==> src/rtl/cpu_pkg.sv <==
// Shared encodings and default widths for the teaching-CPU memory side.
package cpu_pkg;

    localparam logic [1:0] ST_IDLE  = 2'b00;
    localparam logic [1:0] ST_IN    = 2'b01;
    localparam logic [1:0] ST_CHECK = 2'b10;
    localparam logic [1:0] ST_RUN   = 2'b11;

    localparam int CPU_ADDR_W = 16;
    localparam int CPU_DATA_W = 8;
    localparam int CPU_MEM_AW = 8;

endpackage

==> src/rtl/mem_responder_if.sv <==
// Bus bundle between controller/panel logic (master) and the memory responder (slave).
interface mem_responder_if
    import cpu_pkg::*;
#(
    parameter int ADDR_W = CPU_ADDR_W,
    parameter int DATA_W = CPU_DATA_W,
    parameter int MEM_AW = CPU_MEM_AW
);
    logic [1:0]        cpu_state;
    logic [ADDR_W-1:0] addr;
    logic              mem_read;
    logic              mem_write;
    logic [DATA_W-1:0] wdata;
    logic [DATA_W-1:0] rdata;
    logic [DATA_W-1:0] ld_data;
    logic              ld_valid;
    logic              ld_ready;
    logic [MEM_AW:0]   ld_count;
    logic              chk_step;
    logic [MEM_AW-1:0] chk_addr;
    logic [DATA_W-1:0] chk_data;
    logic              access_err;
    logic              parity_err;

    modport master (
        output cpu_state, addr, mem_read, mem_write, wdata, ld_data, ld_valid, chk_step,
        input  rdata, ld_ready, ld_count, chk_addr, chk_data, access_err, parity_err
    );

    modport slave (
        input  cpu_state, addr, mem_read, mem_write, wdata, ld_data, ld_valid, chk_step,
        output rdata, ld_ready, ld_count, chk_addr, chk_data, access_err, parity_err
    );
endinterface

==> src/rtl/mem_responder_array.sv <==
// Storage for mem_responder: one write port, async read port, registered read port.
module mem_array
    import cpu_pkg::*;
#(
    parameter int WIDTH = CPU_DATA_W,
    parameter int AW    = CPU_MEM_AW
) (
    input  logic             clk,
    input  logic             rst,
    input  logic             we_i,
    input  logic [AW-1:0]    waddr_i,
    input  logic [WIDTH-1:0] wdata_i,
    input  logic [AW-1:0]    raddr_i,
    output logic [WIDTH-1:0] rdata_o,
    input  logic             sren_i,
    input  logic [AW-1:0]    saddr_i,
    output logic [WIDTH-1:0] sdata_o
);
    logic [WIDTH-1:0] mem_q [2**AW];
    logic [WIDTH-1:0] sdata_q;

    always_ff @(posedge clk) begin
        if (we_i) begin
            mem_q[waddr_i] <= wdata_i;
        end
    end

    assign rdata_o = mem_q[raddr_i];

    // The registered port holds its last value whenever it is not enabled.
    always_ff @(posedge clk) begin
        if (!rst) begin
            sdata_q <= '0;
        end else if (sren_i) begin
            sdata_q <= mem_q[saddr_i];
        end
    end

    assign sdata_o = sdata_q;
endmodule

==> src/rtl/mem_responder.sv <==
// Memory responder: front-panel load (IN), display stepping (CHECK), CPU access (RUN).
// Optional MEM_PARITY_EN macro adds a stored even-parity bit and a sticky parity_err.
module mem_responder
    import cpu_pkg::*;
#(
    parameter int ADDR_W = CPU_ADDR_W,
    parameter int DATA_W = CPU_DATA_W,
    parameter int MEM_AW = CPU_MEM_AW
) (
    input  logic           clk,
    input  logic           rst,
    mem_responder_if.slave bus
);
`ifdef MEM_PARITY_EN
    localparam int MW = DATA_W + 1;
`else
    localparam int MW = DATA_W;
`endif

    logic [1:0]        mode_q;
    logic [MEM_AW:0]   ld_count_q, ld_count_d;
    logic [MEM_AW-1:0] chk_ptr_q, chk_ptr_d;
    logic              access_err_q, access_err_d;
    logic              parity_err_q, parity_err_d;

    logic              full, ld_ready, ld_xfer, enter_in, enter_chk;
    logic              run_rd, run_wr, upper_nz;
    logic [MEM_AW-1:0] ld_ptr, addr_lo, waddr;
    logic [DATA_W-1:0] wbyte;
    logic [MW-1:0]     wword, rd_word, sd_word;

    // The load counter doubles as write pointer (low bits) and full flag (MSB),
    // so the pointer naturally wraps to 0 exactly when the array fills.
    assign full      = ld_count_q[MEM_AW];
    assign ld_ptr    = ld_count_q[MEM_AW-1:0];
    assign ld_ready  = (mode_q == ST_IN) && !full;
    assign ld_xfer   = ld_ready && bus.ld_valid;
    assign enter_in  = (bus.cpu_state == ST_IN)    && (mode_q != ST_IN);
    assign enter_chk = (bus.cpu_state == ST_CHECK) && (mode_q != ST_CHECK);

    assign run_rd   = (mode_q == ST_RUN) && bus.mem_read;
    assign run_wr   = (mode_q == ST_RUN) && bus.mem_write;
    assign addr_lo  = bus.addr[MEM_AW-1:0];
    assign upper_nz = |bus.addr[ADDR_W-1:MEM_AW];

    assign waddr = ld_xfer ? ld_ptr : addr_lo;
    assign wbyte = ld_xfer ? bus.ld_data : bus.wdata;
`ifdef MEM_PARITY_EN
    assign wword = {^wbyte, wbyte};
`else
    assign wword = wbyte;
`endif

    always_comb begin
        ld_count_d   = ld_count_q;
        chk_ptr_d    = chk_ptr_q;
        access_err_d = access_err_q;
        parity_err_d = parity_err_q;
        if (enter_in) begin
            ld_count_d = '0;
        end else if (ld_xfer) begin
            ld_count_d = ld_count_q + (MEM_AW+1)'(1);
        end
        if (enter_chk) begin
            chk_ptr_d = '0;
        end else if ((mode_q == ST_CHECK) && bus.chk_step) begin
            chk_ptr_d = chk_ptr_q + MEM_AW'(1);
        end
        if ((run_rd && run_wr) || ((run_rd || run_wr) && upper_nz)) begin
            access_err_d = 1'b1;
        end
`ifdef MEM_PARITY_EN
        if (run_rd && (^rd_word)) begin
            parity_err_d = 1'b1;
        end
`endif
    end

    always_ff @(posedge clk) begin
        if (!rst) begin
            mode_q       <= ST_IDLE;
            ld_count_q   <= '0;
            chk_ptr_q    <= '0;
            access_err_q <= 1'b0;
            parity_err_q <= 1'b0;
        end else begin
            mode_q       <= bus.cpu_state;
            ld_count_q   <= ld_count_d;
            chk_ptr_q    <= chk_ptr_d;
            access_err_q <= access_err_d;
            parity_err_q <= parity_err_d;
        end
    end

    mem_array #(.WIDTH(MW), .AW(MEM_AW)) u_mem (
        .clk     (clk),
        .rst     (rst),
        .we_i    (ld_xfer || run_wr),
        .waddr_i (waddr),
        .wdata_i (wword),
        .raddr_i (addr_lo),
        .rdata_o (rd_word),
        .sren_i  (mode_q == ST_CHECK),
        .saddr_i (chk_ptr_q),
        .sdata_o (sd_word)
    );

`ifdef MEM_PARITY_EN
    logic unused_sd_par;
    assign unused_sd_par = sd_word[DATA_W];
`endif

    // Read data is combinational so the controller can load DR in the same cycle.
    assign bus.rdata      = run_rd ? rd_word[DATA_W-1:0] : '0;
    assign bus.ld_ready   = ld_ready;
    assign bus.ld_count   = ld_count_q;
    assign bus.chk_addr   = chk_ptr_q;
    assign bus.chk_data   = sd_word[DATA_W-1:0];
    assign bus.access_err = access_err_q;
`ifdef MEM_PARITY_EN
    assign bus.parity_err = parity_err_q;
`else
    assign bus.parity_err = 1'b0;
`endif
endmodule

==> src/flat_wrapper.sv <==
// flat-port wrapper written by rule: the top's interface ports become plain ports
module mem_responder_flat import cpu_pkg::*;
#(
    parameter int ADDR_W = CPU_ADDR_W,
    parameter int DATA_W = CPU_DATA_W,
    parameter int MEM_AW = CPU_MEM_AW
)
  (clk, rst, bus_cpu_state, bus_addr, bus_mem_read, bus_mem_write, bus_wdata, bus_ld_data, bus_ld_valid, bus_chk_step, bus_rdata, bus_ld_ready, bus_ld_count, bus_chk_addr, bus_chk_data, bus_access_err, bus_parity_err);
  mem_responder_if #(.ADDR_W(ADDR_W), .DATA_W(DATA_W), .MEM_AW(MEM_AW)) bus_i ();
  input  logic clk;
  input  logic rst;
  input wire logic [$bits(bus_i.cpu_state)-1:0] bus_cpu_state;
  input wire logic [$bits(bus_i.addr)-1:0] bus_addr;
  input wire logic [$bits(bus_i.mem_read)-1:0] bus_mem_read;
  input wire logic [$bits(bus_i.mem_write)-1:0] bus_mem_write;
  input wire logic [$bits(bus_i.wdata)-1:0] bus_wdata;
  input wire logic [$bits(bus_i.ld_data)-1:0] bus_ld_data;
  input wire logic [$bits(bus_i.ld_valid)-1:0] bus_ld_valid;
  input wire logic [$bits(bus_i.chk_step)-1:0] bus_chk_step;
  output wire logic [$bits(bus_i.rdata)-1:0] bus_rdata;
  output wire logic [$bits(bus_i.ld_ready)-1:0] bus_ld_ready;
  output wire logic [$bits(bus_i.ld_count)-1:0] bus_ld_count;
  output wire logic [$bits(bus_i.chk_addr)-1:0] bus_chk_addr;
  output wire logic [$bits(bus_i.chk_data)-1:0] bus_chk_data;
  output wire logic [$bits(bus_i.access_err)-1:0] bus_access_err;
  output wire logic [$bits(bus_i.parity_err)-1:0] bus_parity_err;
  assign bus_i.cpu_state = bus_cpu_state;
  assign bus_i.addr = bus_addr;
  assign bus_i.mem_read = bus_mem_read;
  assign bus_i.mem_write = bus_mem_write;
  assign bus_i.wdata = bus_wdata;
  assign bus_i.ld_data = bus_ld_data;
  assign bus_i.ld_valid = bus_ld_valid;
  assign bus_i.chk_step = bus_chk_step;
  assign bus_rdata = bus_i.rdata;
  assign bus_ld_ready = bus_i.ld_ready;
  assign bus_ld_count = bus_i.ld_count;
  assign bus_chk_addr = bus_i.chk_addr;
  assign bus_chk_data = bus_i.chk_data;
  assign bus_access_err = bus_i.access_err;
  assign bus_parity_err = bus_i.parity_err;
  mem_responder #(.ADDR_W(ADDR_W), .DATA_W(DATA_W), .MEM_AW(MEM_AW)) u_core (.clk(clk), .rst(rst), .bus(bus_i));
endmodule
==> config.mk <==
export PLATFORM = sky130hd
export DESIGN_NAME = mem_responder_flat
export DESIGN_NICKNAME = d
export VERILOG_FILES = /design/src/rtl/cpu_pkg.sv /design/src/rtl/mem_responder_if.sv /design/src/rtl/mem_responder_array.sv /design/src/rtl/mem_responder.sv /design/src/flat_wrapper.sv
export SDC_FILE = /design/constraint.sdc
export NUM_CORES = 2
export LEC_CHECK = 0
export CORE_MARGIN = 2
export CORE_UTILIZATION = 45
export CTS_CLUSTER_DIAMETER = 60
export CTS_CLUSTER_SIZE = 30
export DETAILED_ROUTE_END_ITERATION = 8
export PLACE_DENSITY = 0.64
export SYNTH_ARGS = -nofsm -noshare
export SYNTH_HDL_FRONTEND = slang
export SYNTH_HIERARCHICAL = 1
export SYNTH_SLANG_ARGS = --single-unit
export TNS_END_PERCENT = 5
==> constraint.sdc <==
create_clock -name clk -period 6.1 [get_ports clk]
set_input_delay 0.61 -clock clk [delete_from_list [all_inputs] [get_ports clk]]
set_output_delay 0.61 -clock clk [all_outputs]
set_load 0.03 [all_outputs]
==> flow_summary.json <==
{
  "grt_max_degree": 161,
  "synth_ff_type": "edfxtp_1",
  "core_um2": 217000,
  "remaining_drc_errors": 0,
  "overflow": 0,
  "cts_max_level": 4,
  "cts.clk_slew.worst_paths_ps": 90,
  "final_nets": 5373,
  "violations": "capacitance limit, slew limit",
  "hp-class": "in2reg",
  "row_count": 171,
  "drive_above_1_share_pct": 29.0,
  "avgSynthCellArea_um2": 19.0,
  "totalWireLength_um": 324000,
  "tns_ps": 0,
  "post-place-ws_ps": 301,
  "fillers": 17400,
  "syn_area_um2": 97800,
  "status": "finished with violations",
  "maxSlewHeadroom_pct": -1.68,
  "cts_buffer_depth": 3,
  "dieArea_um2": 221000,
  "fin_ws_ps": 305,
  "io_buffers": 74,
  "grt_pass1_vias": 57400,
  "final_cells": 8317,
  "ys_seq_area_share_pct": 63.4,
  "setup_violations": 0,
  "pin_count": 76,
  "syn_nets": 5192,
  "cp.arrival_ps": 5190,
  "cts_tree": "built",
  "viasPerCell": 7.06,
  "drtPass1Iterations": 5,
  "cp-end-kind": "output pin",
  "fin_crit_sh_pct": 95.0,
  "reg2reg_to": "u_core/u_mem/mem_q[244][0]",
  "drv_slew": 1,
  "p_total_uw": 28600,
  "fmax_mhz": 173,
  "regToRegSetupSlack_ps": 1360,
  "synth_cells": 5150,
  "max-cap-violations": 1,
  "routedWlPerCell_um": 38.9,
  "die_w_um": 470,
  "gp_congestion": 0.978,
  "max-vdd-ir-drop_mv": 0.308,
  "cts_hold_buf": 0,
  "cts_resized": 0,
  "place_hpwl_um": 216000,
  "rsz0062_at_grt": "no",
  "start_util_pct": 45.2,
  "dpl.cell_count": 8043,
  "cp_max_fo": 50,
  "fin_crit_ps": 5800,
  "worstPathRequired_ps": 5490,
  "track_usage_pct": 28.9,
  "synth_edf_count": 2048,
  "p_per_area_nw_per_um2": 264,
  "synth_cell_types": 89,
  "clockRootBuffer": "clkbuf_16",
  "crit_start": "bus_addr[2]",
  "antenna_left": 0,
  "antenna_found_initial": 22,
  "worst_setup_path_start_kind": "input port",
  "reg2reg_from": "u_core/mode_q[1]",
  "hold_viol": 0,
  "grt_pass1_wl_um": 452000,
  "postCtsSetupRepairBufs": 0,
  "synth-async-reset-ratio_pct": 0,
  "ff2ff_path_depth": 9,
  "drt_iter0_drc": 9161,
  "tightest_slew_ps": 1490,
  "cts_buffers": 140,
  "area_delta_synth_final_pct": 10.6,
  "finClkSkew_ps": 52.2,
  "clock-sinks": 2076,
  "die_h_um": 470,
  "synth_seq_cells": 2076,
  "ys_warn_count": 6,
  "crit_type": "in2out",
  "num_vias": 58700,
  "insertion_delay_ps": 860,
  "worstSetupEndpoint": "bus_rdata[0]",
  "p_leak_uw": 0.0325
}
==> critical path, cell delays in order <==
cell             delay (ps)
clkdlybuf4s50_1         750
and2_4                  550
a22oi_1                 570
a21oi_1                 160
nor4_1                 1090
o22ai_1                 580
or2_2                   480
and2_1                  150
buf_4                   160
==> report_power, final <==
part           leakage (µW)  internal, µW  switching [µW]  total [µW]
Clock               0.00249          5240            5600       10800
Sequential           0.0187         15800            19.6       15800
Combinational        0.0113           701            1230        1930
Total                0.0325         21700            6860       28600
==> layout make-up <==
type	instances	area, µm²	area share (%)
Multi-Input combinational cell	2636	33000	30.5
Antenna cell	13	32.5	0.0301
Tap cell	2854	3570	3.30
Sequential cell	2076	62100	57.4
Clock inverter	115	1610	1.48
Clock buffer	146	3570	3.30
Inverter	8	35.0	0.0324
Timing Repair Buffer	469	4350	4.02
==> stage by stage <==
stage               area (µm²)  hold WS, ps  util, %
finish                  108000          429     50.0
global route            108000          426     50.0
CTS                     108000          375     50.0
detailed placement      103000          501     47.6
global placement        103000          502     47.6
floorplan                97800          583        -
==> flip-flops by register name (all words and copies together) (netlist names) <==
name,flops
u_core/bus.chk_addr,8
u_core/bus.ld_count,9
u_core/u_mem/sdata_o,8
u_core/u_mem/mem_q,2048
u_core/bus.access_err,1
u_core/mode_q,2
==> how the worst min path moves through the flow <==
stage	end	depth (start not counted)	slack [ps]	startpoint
2_1_floorplan	u_core/u_mem/sdata_o[4]	2	580	u_core/u_mem/sdata_o[4]
3_3_place_gp	u_core/bus.ld_count[7]	2	500	u_core/bus.ld_count[7]
3_5_place_dp	u_core/bus.ld_count[7]	2	500	u_core/bus.ld_count[7]
4_1_cts	u_core/mode_q[0]	2	380	bus_cpu_state[0]
5_1_grt	u_core/mode_q[0]	2	430	bus_cpu_state[0]
6_report	u_core/mode_q[0]	2	430	bus_cpu_state[0]
==> cells in the final DEF (no fill, tap or decap), types with 19 or more instances in the layout <==
cell type        netlist  layout
clkinv_8               0      21
nand4_1               19      19
edfxtp_1            2048    2048
a2111oi_0             25      20
nor2_1               297     294
nor3_1                30      30
mux4_1               125     125
o22ai_1               88      88
mux4_2               820     820
inv_6                  0      26
a21oi_1              179     179
nand3_1               50      49
and2_1                29      28
nor4_1                48      46
buf_12                25      52
nand2_1              138     128
a22oi_1              283     283
clkdlybuf4s50_1        1      64
clkbuf_16              0     142
a211oi_1              30      30
buf_4                 25     351
o221ai_1              32      32
o21ai_0               42      42
mux2i_1              207     207
dfxtp_1               28      24
==> cell families after synthesis <==
group | after synthesis | share of synthesized area [%]
flops | 2076 | 63.4
buf+inv | 438 | 3.00
xor+xnor | 3 | 0.0269
compound gates | 748 | 5.24
other cells | 1 | 0.00383
mux | 1183 | 24.9
simple gates | 699 | 3.35
fa+ha+maj | 2 | 0.0256
==> layer usage <==
layer | part of all wire [%] | GRT usage (%)
met2 | 46 | 43.8
met3 | 12 | 7.37
met4 | 5.6 | 14.2
met1 | 37 | 39.2
met5 | 0.024 | 0
==> synthesized netlist by cell type (42+ instances only) <==
| library cell | n | area share (%) |
|---|---|---|
| nand3_1 | 50 | 0.26 |
| clkbuf_1 | 187 | 0.72 |
| buf_2 | 89 | 0.46 |
| nor2_1 | 297 | 1.1 |
| nor4_1 | 48 | 0.31 |
| o22ai_1 | 88 | 0.56 |
| nand2_1 | 138 | 0.53 |
| a22oi_1 | 283 | 2.2 |
| mux4_1 | 125 | 3.4 |
| mux4_2 | 820 | 19 |
| mux2i_1 | 207 | 2.1 |
| edfxtp_1 | 2048 | 63 |
| a21oi_1 | 179 | 0.92 |
| o21ai_0 | 42 | 0.21 |
(Power assumes the default switching activity.)
